### src/rtl/panel_led_shift.sv
// Front-panel LED driver: serialises the 24-bit display frame into three chained 74HC595s.
// Optional LED_CHANGE_EN also starts a frame as soon as the displayed data changes.
module panel_led_shift #(
    parameter int CLK_DIV = 4,
    parameter int REFRESH = 50000
) (
    input  logic        clk,
    input  logic        reset,
    input  logic [0:11] dout,
    input  logic [0:4]  dsel_led,
    input  logic        run_led,
    output logic        sr_data,
    output logic        sr_clk,
    output logic        sr_latch,
    output logic        busy,
    output logic        frame_done
);

    localparam int RW = $clog2(REFRESH + 1);
    localparam int DW = $clog2(CLK_DIV + 1);
    localparam logic [RW-1:0] REF_LOAD = RW'(REFRESH - 1);
    localparam logic [DW-1:0] DIV_LOAD = DW'(CLK_DIV - 1);

    typedef enum logic [2:0] {
        IDLE,
        LOAD,
        SHIFT_LO,
        SHIFT_HI,
        LATCH
    } state_t;

    state_t          state;
    logic [RW-1:0]   refresh_cnt;
    logic [DW-1:0]   div_cnt;
    logic [4:0]      bit_cnt;
    logic [22:0]     shift_reg;
    logic [23:0]     cur_word;
    logic            change_req;
    logic            start_frame;
    logic            shift_step;

    // Index 0 of each ascending input vector is its most significant bit in the frame.
    function automatic logic [23:0] pack_frame(input logic [0:11] d,
                                               input logic [0:4]  s,
                                               input logic        r);
        return {6'b000000, r, s, d};
    endfunction

    assign cur_word    = pack_frame(dout, dsel_led, run_led);
    assign start_frame = (state == IDLE) && ((refresh_cnt == '0) || change_req);
    assign shift_step  = (state == SHIFT_HI) && (div_cnt == '0) && (bit_cnt != '0);

`ifdef LED_CHANGE_EN
    logic [23:0] last_word;

    always_ff @(posedge clk) begin
        if (start_frame)
            last_word <= cur_word;
    end

    assign change_req = (cur_word != last_word);
`else
    assign change_req = 1'b0;
`endif

    // Frame snapshot: bit 23 goes straight to sr_data, the rest waits here.
    always_ff @(posedge clk) begin
        if (start_frame)
            shift_reg <= cur_word[22:0];
        else if (shift_step)
            shift_reg <= {shift_reg[21:0], 1'b0};
    end

    // Sequencer: every output is registered and changes only on state exits.
    always_ff @(posedge clk or negedge reset) begin
        if (!reset) begin
            state       <= IDLE;
            refresh_cnt <= '0;
            div_cnt     <= '0;
            bit_cnt     <= '0;
            sr_data     <= 1'b0;
            sr_clk      <= 1'b0;
            sr_latch    <= 1'b0;
            busy        <= 1'b0;
            frame_done  <= 1'b0;
        end else begin
            frame_done <= 1'b0;
            case (state)
                IDLE: begin
                    if (start_frame) begin
                        state   <= LOAD;
                        busy    <= 1'b1;
                        sr_data <= cur_word[23];
                        bit_cnt <= 5'd23;
                    end else begin
                        refresh_cnt <= refresh_cnt - 1'b1;
                    end
                end
                LOAD: begin
                    state   <= SHIFT_LO;
                    div_cnt <= DIV_LOAD;
                end
                SHIFT_LO: begin
                    if (div_cnt == '0) begin
                        state   <= SHIFT_HI;
                        sr_clk  <= 1'b1;
                        div_cnt <= DIV_LOAD;
                    end else begin
                        div_cnt <= div_cnt - 1'b1;
                    end
                end
                SHIFT_HI: begin
                    if (div_cnt == '0) begin
                        sr_clk  <= 1'b0;
                        div_cnt <= DIV_LOAD;
                        if (bit_cnt == '0) begin
                            state    <= LATCH;
                            sr_latch <= 1'b1;
                        end else begin
                            state   <= SHIFT_LO;
                            bit_cnt <= bit_cnt - 1'b1;
                            sr_data <= shift_reg[22];
                        end
                    end else begin
                        div_cnt <= div_cnt - 1'b1;
                    end
                end
                LATCH: begin
                    if (div_cnt == '0) begin
                        state       <= IDLE;
                        sr_latch    <= 1'b0;
                        busy        <= 1'b0;
                        frame_done  <= 1'b1;
                        sr_data     <= 1'b0;
                        refresh_cnt <= REF_LOAD;
                    end else begin
                        div_cnt <= div_cnt - 1'b1;
                    end
                end
                default: state <= IDLE;
            endcase
        end
    end

endmodule

### config.mk
export PLATFORM = sky130hd
export DESIGN_NAME = panel_led_shift
export DESIGN_NICKNAME = d
export VERILOG_FILES = /design/src/rtl/panel_led_shift.sv
export SDC_FILE = /design/constraint.sdc
export NUM_CORES = 1
export LEC_CHECK = 0
export BUFFER_PORTS_ARGS = -buffer_cell sky130_fd_sc_hd__buf_4
export CORE_MARGIN = 4
export CORE_UTILIZATION = 35
export CTS_CLUSTER_DIAMETER = 80
export DETAILED_ROUTE_END_ITERATION = 16
export GPL_TIMING_DRIVEN = 0
export MAX_ROUTING_LAYER = met4
export PLACE_DENSITY = 0.6
export RECOVER_POWER = 50
export SYNTH_ARGS = -nofsm -noshare
export SYNTH_HDL_FRONTEND = slang
export SYNTH_SLANG_ARGS = --single-unit
### constraint.sdc
create_clock -name clk -period 2.9 [get_ports clk]
set_input_delay 0.145 -clock clk [delete_from_list [all_inputs] [get_ports clk]]
set_output_delay 0.145 -clock clk [all_outputs]
set_load 0.02 [all_outputs]
### Word-level counts from Yosys, hierarchy flattened

Cells that the tools add are included.

| cells by class | value |
|---|---|
| reduce and logical (&&, ||, !) cells | 24 |
| add/sub/neg operators | 3 |
| eq/ne operators | 12 |
| mux-type cells | 32 |

Operators by type and width:

| cell | number |
|---|---|
| $mux 18 | 2 |
| $mux 16 | 2 |
| $pmux 16 s2 | 1 |
| $mux 3 | 7 |
| $logic_not 16->1 | 1 |
| $sub 16x1->16 const B | 1 |
| $mux 5 | 3 |
| $pmux 3 s5 | 1 |
| $ne 2x2->1 const B | 6 |
| $reduce_and 4->1 | 3 |
| $mux 1 | 10 |
| $pmux 5 s2 | 1 |
| $reduce_bool 2->1 | 5 |
| $pmux 3 s3 | 1 |
| $reduce_and 3->1 | 3 |
| $eq 3x2->1 const B | 2 |
| $logic_not 3->1 | 2 |
| $pmux 1 s2 | 3 |
| $reduce_bool 3->1 | 2 |
| $logic_not 5->1 | 1 |
| $reduce_and 5->1 | 1 |
| $reduce_bool 5->1 | 1 |
| $sub 5x1->5 const B | 1 |
| $ne 2x1->1 const B | 2 |
| 7 further kinds | 9 |

| word-level totals | value |
|---|---|
| output and inout bits | 5 |
| register bits | 55 |
| input bits | 20 |

### Depth between registers and ports, before layout

Gate-level depths: netlist (run 1).

| depth | value |
|---|---|
| depth in word-level cells | 5 |
| mapped depth | 8 |
| gate-level depth less buffers | 7 |

### Worst setup path before layout (run 1)

Ideal clock, no wire load.

| path | value |
|---|---|
| path type | register -> register |
| from | reg bit_cnt[0] |
| to | reg shift_reg[0], enable pin |
| path slack | 0.855 ns |
| cell stages (with the launch flop) | 7 |
| buffers on the path | 1 |
| setup time | 0.296 ns |
| arrival time | 1.750 ns |
| cell sequence | dfrtp_1 inv_1 ha_1 nor4b_1 nor3_1 buf_2 or2_2 |

| between the ends | value |
|---|---|
| cells in the longest elaborated chain, start to end | 3 |

RTL lines:

| what | RTL line | source |
|---|---|---|
| from (decl) | 35 | `logic [4:0] bit_cnt;` |
| from (signal assigned) | 121 | `bit_cnt <= bit_cnt - 1'b1;` |
| $reduce_bool 5->1 | 51 | `assign shift_step = (state == SHIFT_HI) && (div_cnt == '0) && (bit_cnt != '0);` |
| $logic_and 1x1->1 | 51 |  |
| $reduce_bool 2->1 (no line) | -- |  |
| to (signal assigned) | 69 | `shift_reg <= cur_word[22:0];` |
| to (signal assigned) | 71 | `shift_reg <= {shift_reg[21:0], 1'b0};` |
| to (decl) | 36 | `logic [22:0] shift_reg;` |

Every way passes these cells.
A chain may end at the register's enable or synchronous reset.

### Worst setup path after layout (run 1)

| path | value |
|---|---|
| from | reg bit_cnt[0] |
| to | reg shift_reg[3], enable pin |

The elaborated chain is that of the path after synthesis.

==> results of run 1 <==
area by class of cell:
cell class | count | area, um^2 | share of cell area [%]
sequential | 55 | 1440 | 47.0
multi-input combinational | 167 | 1130 | 36.9
timing repair buffer | 25 | 168 | 5.47
tap | 99 | 124 | 4.04
clock buffer | 5 | 68.8 | 2.24
clock inverter | 3 | 46.3 | 1.51
buffer | 9 | 46.3 | 1.51
inverter | 11 | 41.3 | 1.35
per-layer routing:
layer	vias to the layer above	routed length, um	track usage, %
met5	-	0	-
met4	0	60	3.97
met3	5	64	2.13
met2	15	2370	18.7
met1	886	2310	14.8
li1	934	-	-
path summary, 6_finish.rpt:
| check | start | end | slack [ns] | cells past startpoint |
|---|---|---|---|---|
| max | bit_cnt[0] | shift_reg[3] | 0.42 | 6 |
| min in group asynchronous | reset | refresh_cnt[3] | 0.86 | 2 |
| min reg2reg | bit_cnt[4] | bit_cnt[4] | 0.50 | 1 |
| max reg2reg | bit_cnt[0] | shift_reg[3] | 0.42 | 6 |
| min | dout[11] | shift_reg[0] | 0.12 | 2 |
| max in group asynchronous | reset | busy | 1.01 | 2 |
power by group:
| part | switching (uW) | internal, uW |
|---|---|---|
| logic | 11.9 | 16.3 |
| clock network | 258 | 260 |
| registers | 0 | 796 |
layout by cell type (no fill, tap or decap), drive strengths merged, types with 2 or more instances in the layout:
cell type / n
edfxtp: 18
nand2: 23
a221oi: 2
or4: 2
nor2b: 2
dfrtp: 32
nor4: 3
dfxtp: 5
mux2: 17
o21ai: 8
or3: 7
nor2: 23
o22ai: 4
inv: 11
nand2b: 4
buf: 24
xor2: 6
nand3: 7
o211ai: 5
ha: 4
or2: 2
a21oi: 9
clkbuf: 14
o31ai: 2
nor3: 13
mux2i: 11
cells by family (layout without fill, tap and decap cells):
kind of cell,count (synthesis),in the layout
buffers and inverters,20,53
AND/OR/NAND/NOR,93,93
AO/OA/AOI/OAI,36,36
flip-flops,55,55
adder cells (fa/ha/maj),4,4
XOR/XNOR,6,6
multiplexers,28,28
through the flow:
step / instance area, um^2 / setup WS [ns] / power, uW / std cells
finish: 3070 / 0.417 / 1340 / 374
global route: 3070 / 0.179 / 1400 / 374
CTS: 3090 / 0.389 / 1370 / 374
detailed placement: 2970 / 0.415 / 841 / 365
global placement: 2970 / 0.479 / 841 / 365
floorplan: 2660 / 0.855 / 812 / 242
repair_timing:
| action | in CTS | in global routing |
|---|---|---|
| hold endpoints to repair | 32 | 0 |
| hold buffers | 1 | 0 |
| resized for setup | 0 | 0 |
==> metrics, run 1 <==
outcome=finished with violations; failing checks=capacitance limit, slew limit; simple-gate share of the synthesized area=18.3%; Die Y=95.2 um; CTS buffer count=5; CTS tree=done; worst path cell trace=inv_1, ha_1, nor4b_1, nor3_1, buf_2, or2_2; mean post-synth cell area=11.0 um^2; initial antenna violation count=0; Post-synth EDFFs=18; post-synthesis compound-gate area fraction=8.98%; WHS=0.121 ns; Routed Antenna Nets=0; IO Count=25; crit end category=register; # nets final=298; Buffers on Ports=24; Slew @ Worst Pin=1.79 ns; WL/cell=12.8 um; GRT Util Overall=11.6%; Residual DRC=0; hold crit path type=in2reg; Syn Nets=266; Tmin final=2.48 ns; DP HPWL=3.37 mm; Fillers=713; Synth area leader=dfrtp_1; unique cell type count in the Yosys netlist=46; first-pass GRT wire length=8.05 mm; maxcap violations=1; post-CTS setup buffer count=0; GR Overflow Total=0; Setup CP Type=reg2reg; data required time of the critical path=2.91 ns; Synth Warn #=0; flops & latches, synth=55; fraction of layout cells with a size suffix above 1=20.7%; xor/xnor share of the synthesized area=1.97%; Buf+Inv Stages, Crit Path=2; Largest register FFs=23; Async SR Flop Fraction=58.2%; CTS Sinks=55; Adder-Cell Fraction of Synth Area=1.88%; DIE WIDTH=95.2 um; worst path arrival time=2.49 ns; Site Rows=31; sequential area share after synthesis=54.1%; mux contribution to synthesized area=11.3%; Pins Over Slew Limit=33; P_leak=0.00135 uW; diode count=0; gpl congestion=0.828; count of final setup violators=0; Post-Route Utilization=41.8%; CTS H-tree lvls=2; largest family of logic cells by synthesized area=simple AND/OR/NAND/NOR gates; CP top delay family=simple AND/OR/NAND/NOR gates; FMAX=403 MHz; largest net degree at the start of global routing=33; initial cell density of the core=36.3%; RSZ-0062 raised after global routing=no; most common cell in the netlist=dfrtp_1; WL final=4.81 mm; clock latency on the worst-skew pair=0.31 ns; Area growth syn-to-layout=15.2%; core area=0.00733 mm^2; Die ar.=0.00907 mm^2; Max FO, Critical Path=18; Worst Skew=0.00683 ns; Initial DRC Count=109; top post-synthesis cells by area=dfrtp_1 (30%), edfxtp_1 (20%), mux2_2 (7.2%); Critical Path Start Type=register; Longest Clk Path Bufs=2; synthesized area=0.00266 mm^2; routed vias/inst=4.92; synth cell count leaders=dfrtp_1 (32), nand2_1 (23), nor2_1 (23), edfxtp_1 (18), mux2_2 (17); Slowest-stage cell, CP=nor4b_1; via total after detailed routing=1,840; Rel. slew slack=-19.2%; Most used DFF post-synth=dfrtp_1; setup_tns=0 ns; 1st-pass router iterations=4; VDD IR max=0.000239 V; Final Cycle Share=85.6%; PwrDens=438 mW/mm^2; Worst path max stage delay=0.63 ns; number of global-route vias before repair=1,778; Clk pin slew, worst setup/hold paths=0.10 ns; Mapped Cells=242; root buffer cell=clkbuf_8; Yosys top cell area share=30.1%; final hold vios=0
(Power assumes the default switching activity.)
==> run 2, diff against run 1 <==
CORE_UTILIZATION = 58   (was 35)
PLACE_DENSITY = 0.86   (was 0.6)
clock period = 2.84 ns   (was 2.9 ns; I/O delays follow)
==> run 2 against run 1 <==
Against the previous run: the run still ends with capacitance limit, slew limit left; critical path depth stayed put; die area fell by 37%; final cell count shrank 13%; routed wire length grew 3.0%; first-iteration DRC count rose by 18%; sequential power grew 2%; clock power down 13%; critical endpoint is now shift_reg[2]; largest cell class unchanged; largest power group unchanged; highest routed layer unchanged.
==> metrics, run 2 (same netlist as run 1, synthesis figures left out) <==
Die ar.=0.00574 mm^2; WL final=4.95 mm; clock latency on the worst-skew pair=0.32 ns; switching pwr=282 uW; Tmin final=2.47 ns; Site Rows=24; CTS tree=done; root buffer cell=clkbuf_8; P_int=1010 uW; Pins Over Slew Limit=33; Buffers on Ports=24; core area=0.00438 mm^2; number of global-route vias before repair=1,855; post-cts resize count=0; CP top delay family=simple AND/OR/NAND/NOR gates; Worst path max stage delay=0.42 ns; CTS Sinks=55; post-CTS setup buffer count=0; count of final setup violators=0; # nets final=298; hold crit path type=in2reg; 1st-pass router iterations=5; worst path cell trace=clkbuf_1, nor3_1, and4_1, and2b_1, buf_4, or2_2; Seq pwr share=62.9%; DIE WIDTH=75.8 um; Slowest-stage cell, CP=nor3_1; Largest register FFs=23; routed vias/inst=5.80; IO Count=25; Clk pin slew, worst setup/hold paths=0.10 ns; CTS H-tree lvls=2; Worst Skew=0.0136 ns; initial cell density of the core=60.7%; clock network power share=34.9%; Critical Path Start Type=register; Residual DRC=0; DP HPWL=3.54 mm; Final Cycle Share=87.1%; most frequent cells in the layout=dfrtp_1 (32), nor2_1 (23), nand2_1 (23); crit end category=register; GRT Util Overall=20.2%; worst path arrival time=2.45 ns; commonest non-fill, non-tap cell in the layout=dfrtp_1; Die Y=75.8 um; FMAX=404 MHz; data required time of the critical path=2.82 ns; failing checks=capacitance limit, slew limit; initial antenna violation count=0; outcome=finished with violations; Initial DRC Count=129; Buf+Inv Stages, Crit Path=2; final hold vios=0; Setup CP Type=reg2reg; PwrDens=433 mW/mm^2; setup_tns=0 ns; P_leak=0.00134 uW; Max FO, Critical Path=18; Routed Antenna Nets=0; fraction of layout cells with a size suffix above 1=20.4%; VDD IR max=0.000384 V; Slew @ Worst Pin=1.72 ns; largest net degree at the start of global routing=33; combinational power share=2.2%; Post-Route Utilization=68.2%; CTS buffer count=5; Switching Fraction=21.8%; RSZ-0062 raised after global routing=no; Longest Clk Path Bufs=2; first-pass GRT wire length=8.45 mm; GR Overflow Total=0; gpl congestion=0.865; via total after detailed routing=1,895; Area growth syn-to-layout=12.2%; diode count=0; maxcap violations=1; WL/cell=15.1 um; Rel. slew slack=-14.3%
run 2: cell count changes in the layout (fill, tap and decap cells not counted), sizes merged:
cell    change
buf         -1
bufinv      -1
clkinv      +1
clkbuf      +1
run 2: metal layers:
layer / vias to the layer above / routed length [um] / global-route usage (%)
met5: - / 0 / -
met4: 0 / 61 / 6.21
met3: 8 / 182 / 5.54
met2: 36 / 2580 / 31.7
met1: 917 / 2120 / 25.5
li1: 934 / - / -
run 2: area by class of cell:
type,count,area (um^2)
clock buffer,5,68.8
clock inverter,3,27.5
sequential,55,1440
multi-input combinational,167,1130
timing repair buffer,25,168
buffer,9,45.0
inverter,11,41.3
fill,346,1400
tap,52,65.1
run 2: worst reg2reg max path: stages, from the launching register on:
cell      delay [ns]
dfrtp_1         0.38
clkbuf_1        0.20
nor3_1          0.42
and4_1          0.34
and2b_1         0.19
buf_4           0.19
or2_2           0.40
run 2: power by group through the flow:
stage | clock network [uW] | logic (uW) | registers (uW)
4_1_cts | 462 | 30.2 | 813
3_3_place_gp | 0 | 28.6 | 829
2_1_floorplan | 0 | 0.208 | 829
5_1_grt | 503 | 31.7 | 813
6_report | 451 | 28.5 | 813
3_5_place_dp | 0 | 29.1 | 829
run 2: path summary, 6_finish.rpt:
path	slack, ns	endpoint	depth (start not counted)	start
max reg2reg	0.37	shift_reg[2]	6	state[0]
max in group asynchronous	1.04	refresh_cnt[3]	2	reset
min reg2reg	0.51	bit_cnt[4]	1	bit_cnt[4]
min in group asynchronous	0.80	refresh_cnt[9]	2	reset
max	0.37	shift_reg[2]	6	state[0]
min	0.11	shift_reg[0]	2	dout[11]
run 2: timing repair:
action / in CTS / in global routing
hold endpoints to repair: 32 / 0
hold buffers: 1 / 0
setup endpoints to repair: 0 / 0
run 2: through the flow:
stage	total power [uW]	instances	cell area [um^2]	worst slack, ns	hold slack [ns]
detailed placement	858	318	2910	0.413	0.103
global placement	858	318	2910	0.479	0.102
CTS	1300	327	3010	0.401	0.102
floorplan	830	242	2660	0.795	-0.154
global route	1350	327	2990	0.177	0.0967
finish	1290	327	2990	0.367	0.107
==> run 3, diff against run 2 <==
PLACE_DENSITY = default   (was 0.86)
PLACE_DENSITY_LB_ADDON = 0.08   (was default)
RECOVER_POWER = default   (was 50)
==> run 3 against run 2 <==
Against the previous run: the flow now finishes without violations; via count shrank 2.2%; routed wire length shrank 8.0%; sequential share of layout area shrank 0.42 points; fmax grew 3.2%; hold slack lost 0.0084 ns; non-clock buffer count is the same; setup slack gained 0.077 ns; final area grew 0.88%; count of clock-buffer cells in the layout is the same; sequential cell count is the same; critical path type unchanged; largest power group unchanged; highest routed layer unchanged.
==> metrics, run 3 (same netlist as run 1, synthesis figures left out) <==
Placement Cell Area=0.00291 mm^2; Hold EP=shift_reg[0]; R2R Setup Slk=0.44 ns; root buffer cell=clkbuf_8; Buffers on Ports=24; IO Count=25; FMAX=417 MHz; Setup CP Type=reg2reg; Routed Antenna Nets=0; setup_tns=0 ns; VDD IR max=0.000292 V; most frequent cells in the layout=dfrtp_1 (32), buf_4 (26), nor2_1 (23), nand2_1 (23), edfxtp_1 (18); Site Rows=24; Worst R2R Start=state[0]; P_leak=0.00137 uW; PwrDens=431 mW/mm^2; CTS Sinks=55; initial antenna violation count=0; via total after detailed routing=1,854; post-CTS setup buffer count=0; core area=0.00438 mm^2; CTS H-tree lvls=2; cell area after layout=0.00301 mm^2; DP HPWL=3.22 mm; clock latency on the worst-skew pair=0.32 ns; GRT Util Overall=18.3%; Slew @ Worst Pin=0.619 ns; outcome=finished, final reports clean; initial cell density of the core=60.7%; Largest register FFs=23; met3 usage=4.35%; CTS tree=done; WL/cell=13.9 um; Tmin final=2.40 ns; maxcap violations=0; hold path depth=2; Final Cycle Share=84.4%; Die Y=75.8 um; Rel. slew slack=58.1%; Longest Clk Path Bufs=2; post-cts resize count=0; count of final setup violators=0; hold_sp=dout[11]; global-route met2 utilization=26.5%; Area growth syn-to-layout=13.2%; Worst Skew=0.0114 ns; Worst Reg-to-Reg Cells=6; worst path arrival time=2.38 ns; R2R Path End=shift_reg[1]; routed vias/inst=5.67; commonest non-fill, non-tap cell in the layout=dfrtp_1; number of global-route vias before repair=1,722; diode count=0; RSZ-0062 raised after global routing=no; # nets final=298; 1st-pass router iterations=4; Max FO, Critical Path=18; global-route layer with the greatest usage=met2; gpl congestion=0.787; crit end category=register; fraction of layout cells with a size suffix above 1=23.6%; M1 GR Usage=25.0%; CTS buffer count=5; data required time of the critical path=2.82 ns; Die ar.=0.00574 mm^2; DIE WIDTH=75.8 um; Initial DRC Count=83; GR Overflow Total=0; Pins Over Slew Limit=0; final hold vios=0; hold crit path type=in2reg; Clk pin slew, worst setup/hold paths=0.11 ns; Residual DRC=0; WL final=4.55 mm; Critical Path Start Type=register; first-pass GRT wire length=7.73 mm; largest net degree at the start of global routing=33
==> run 3: cell count changes in the layout (fill, tap and decap cells not counted), sizes merged <==
cell,previous run,this run
buf,23,33
clkbuf,15,5
clkinv,2,1
inv,11,12
==> run 3: per-stage QoR <==
stage          setup WS [ns]  instances  hold WS [ns]  power (uW)  utilization, %
4_1_cts                0.414        327        0.0844        1320            68.8
5_1_grt                0.235        327        0.0814        1360            68.8
2_1_floorplan          0.795        242        -0.154         830               -
3_3_place_gp           0.439        318         0.105         858            66.3
3_5_place_dp           0.420        318         0.106         858            66.3
6_report               0.443        327        0.0982        1300            68.8
==> run 3: per-layer routing <==
layer | up-vias | wire length (um)
met2 | 19 | 2130
met5 | - | 0
met4 | 0 | 51
met1 | 889 | 2250
li1 | 941 | -
met3 | 5 | 125
==> run 3: repair_timing <==
| item | 4_1_cts | 5_1_grt |
|---|---|---|
| setup endpoints to repair | 0 | 0 |
| hold buffers | 1 | 0 |
| hold endpoints to repair | 32 | 0 |
==> run 3: worst max-delay path, stage by stage (launching register included) <==
cell	delay, ns
dfrtp_1	0.37
buf_2	0.16
nor3_1	0.41
and4_1	0.36
and2b_1	0.18
buf_4	0.18
or2_2	0.40
==> run 3: area by class of cell <==
| class | count | area [um^2] |
|---|---|---|
| timing repair buffer | 25 | 190 |
| multi-input combinational | 167 | 1130 |
| fill | 344 | 1370 |
| buffer | 9 | 48.8 |
| sequential | 55 | 1440 |
| clock inverter | 3 | 27.5 |
| clock buffer | 5 | 68.8 |
| tap | 52 | 65.1 |
| inverter | 11 | 41.3 |
==> run 3: worst max path at each step <==
| stage | cells after the start | end | from | slack (ns) |
|---|---|---|---|---|
| 2_1_floorplan | 6 | shift_reg[0] | bit_cnt[0] | 0.79 |
| 3_3_place_gp | 6 | shift_reg[3] | bit_cnt[0] | 0.44 |
| 3_5_place_dp | 6 | shift_reg[5] | state[0] | 0.42 |
| 4_1_cts | 6 | shift_reg[2] | state[0] | 0.41 |
| 5_1_grt | 6 | shift_reg[1] | bit_cnt[0] | 0.23 |
| 6_report | 6 | shift_reg[1] | state[0] | 0.44 |
==> run 3: power breakdown <==
| group | internal (uW) | total [uW] | switching [uW] | leakage [uW] |
|---|---|---|---|---|
| clock | 183 | 459 | 276 | 0.0000467 |
| combinational | 17.3 | 28.6 | 11.3 | 0.000671 |
| sequential | 813 | 813 | 0 | 0.000652 |
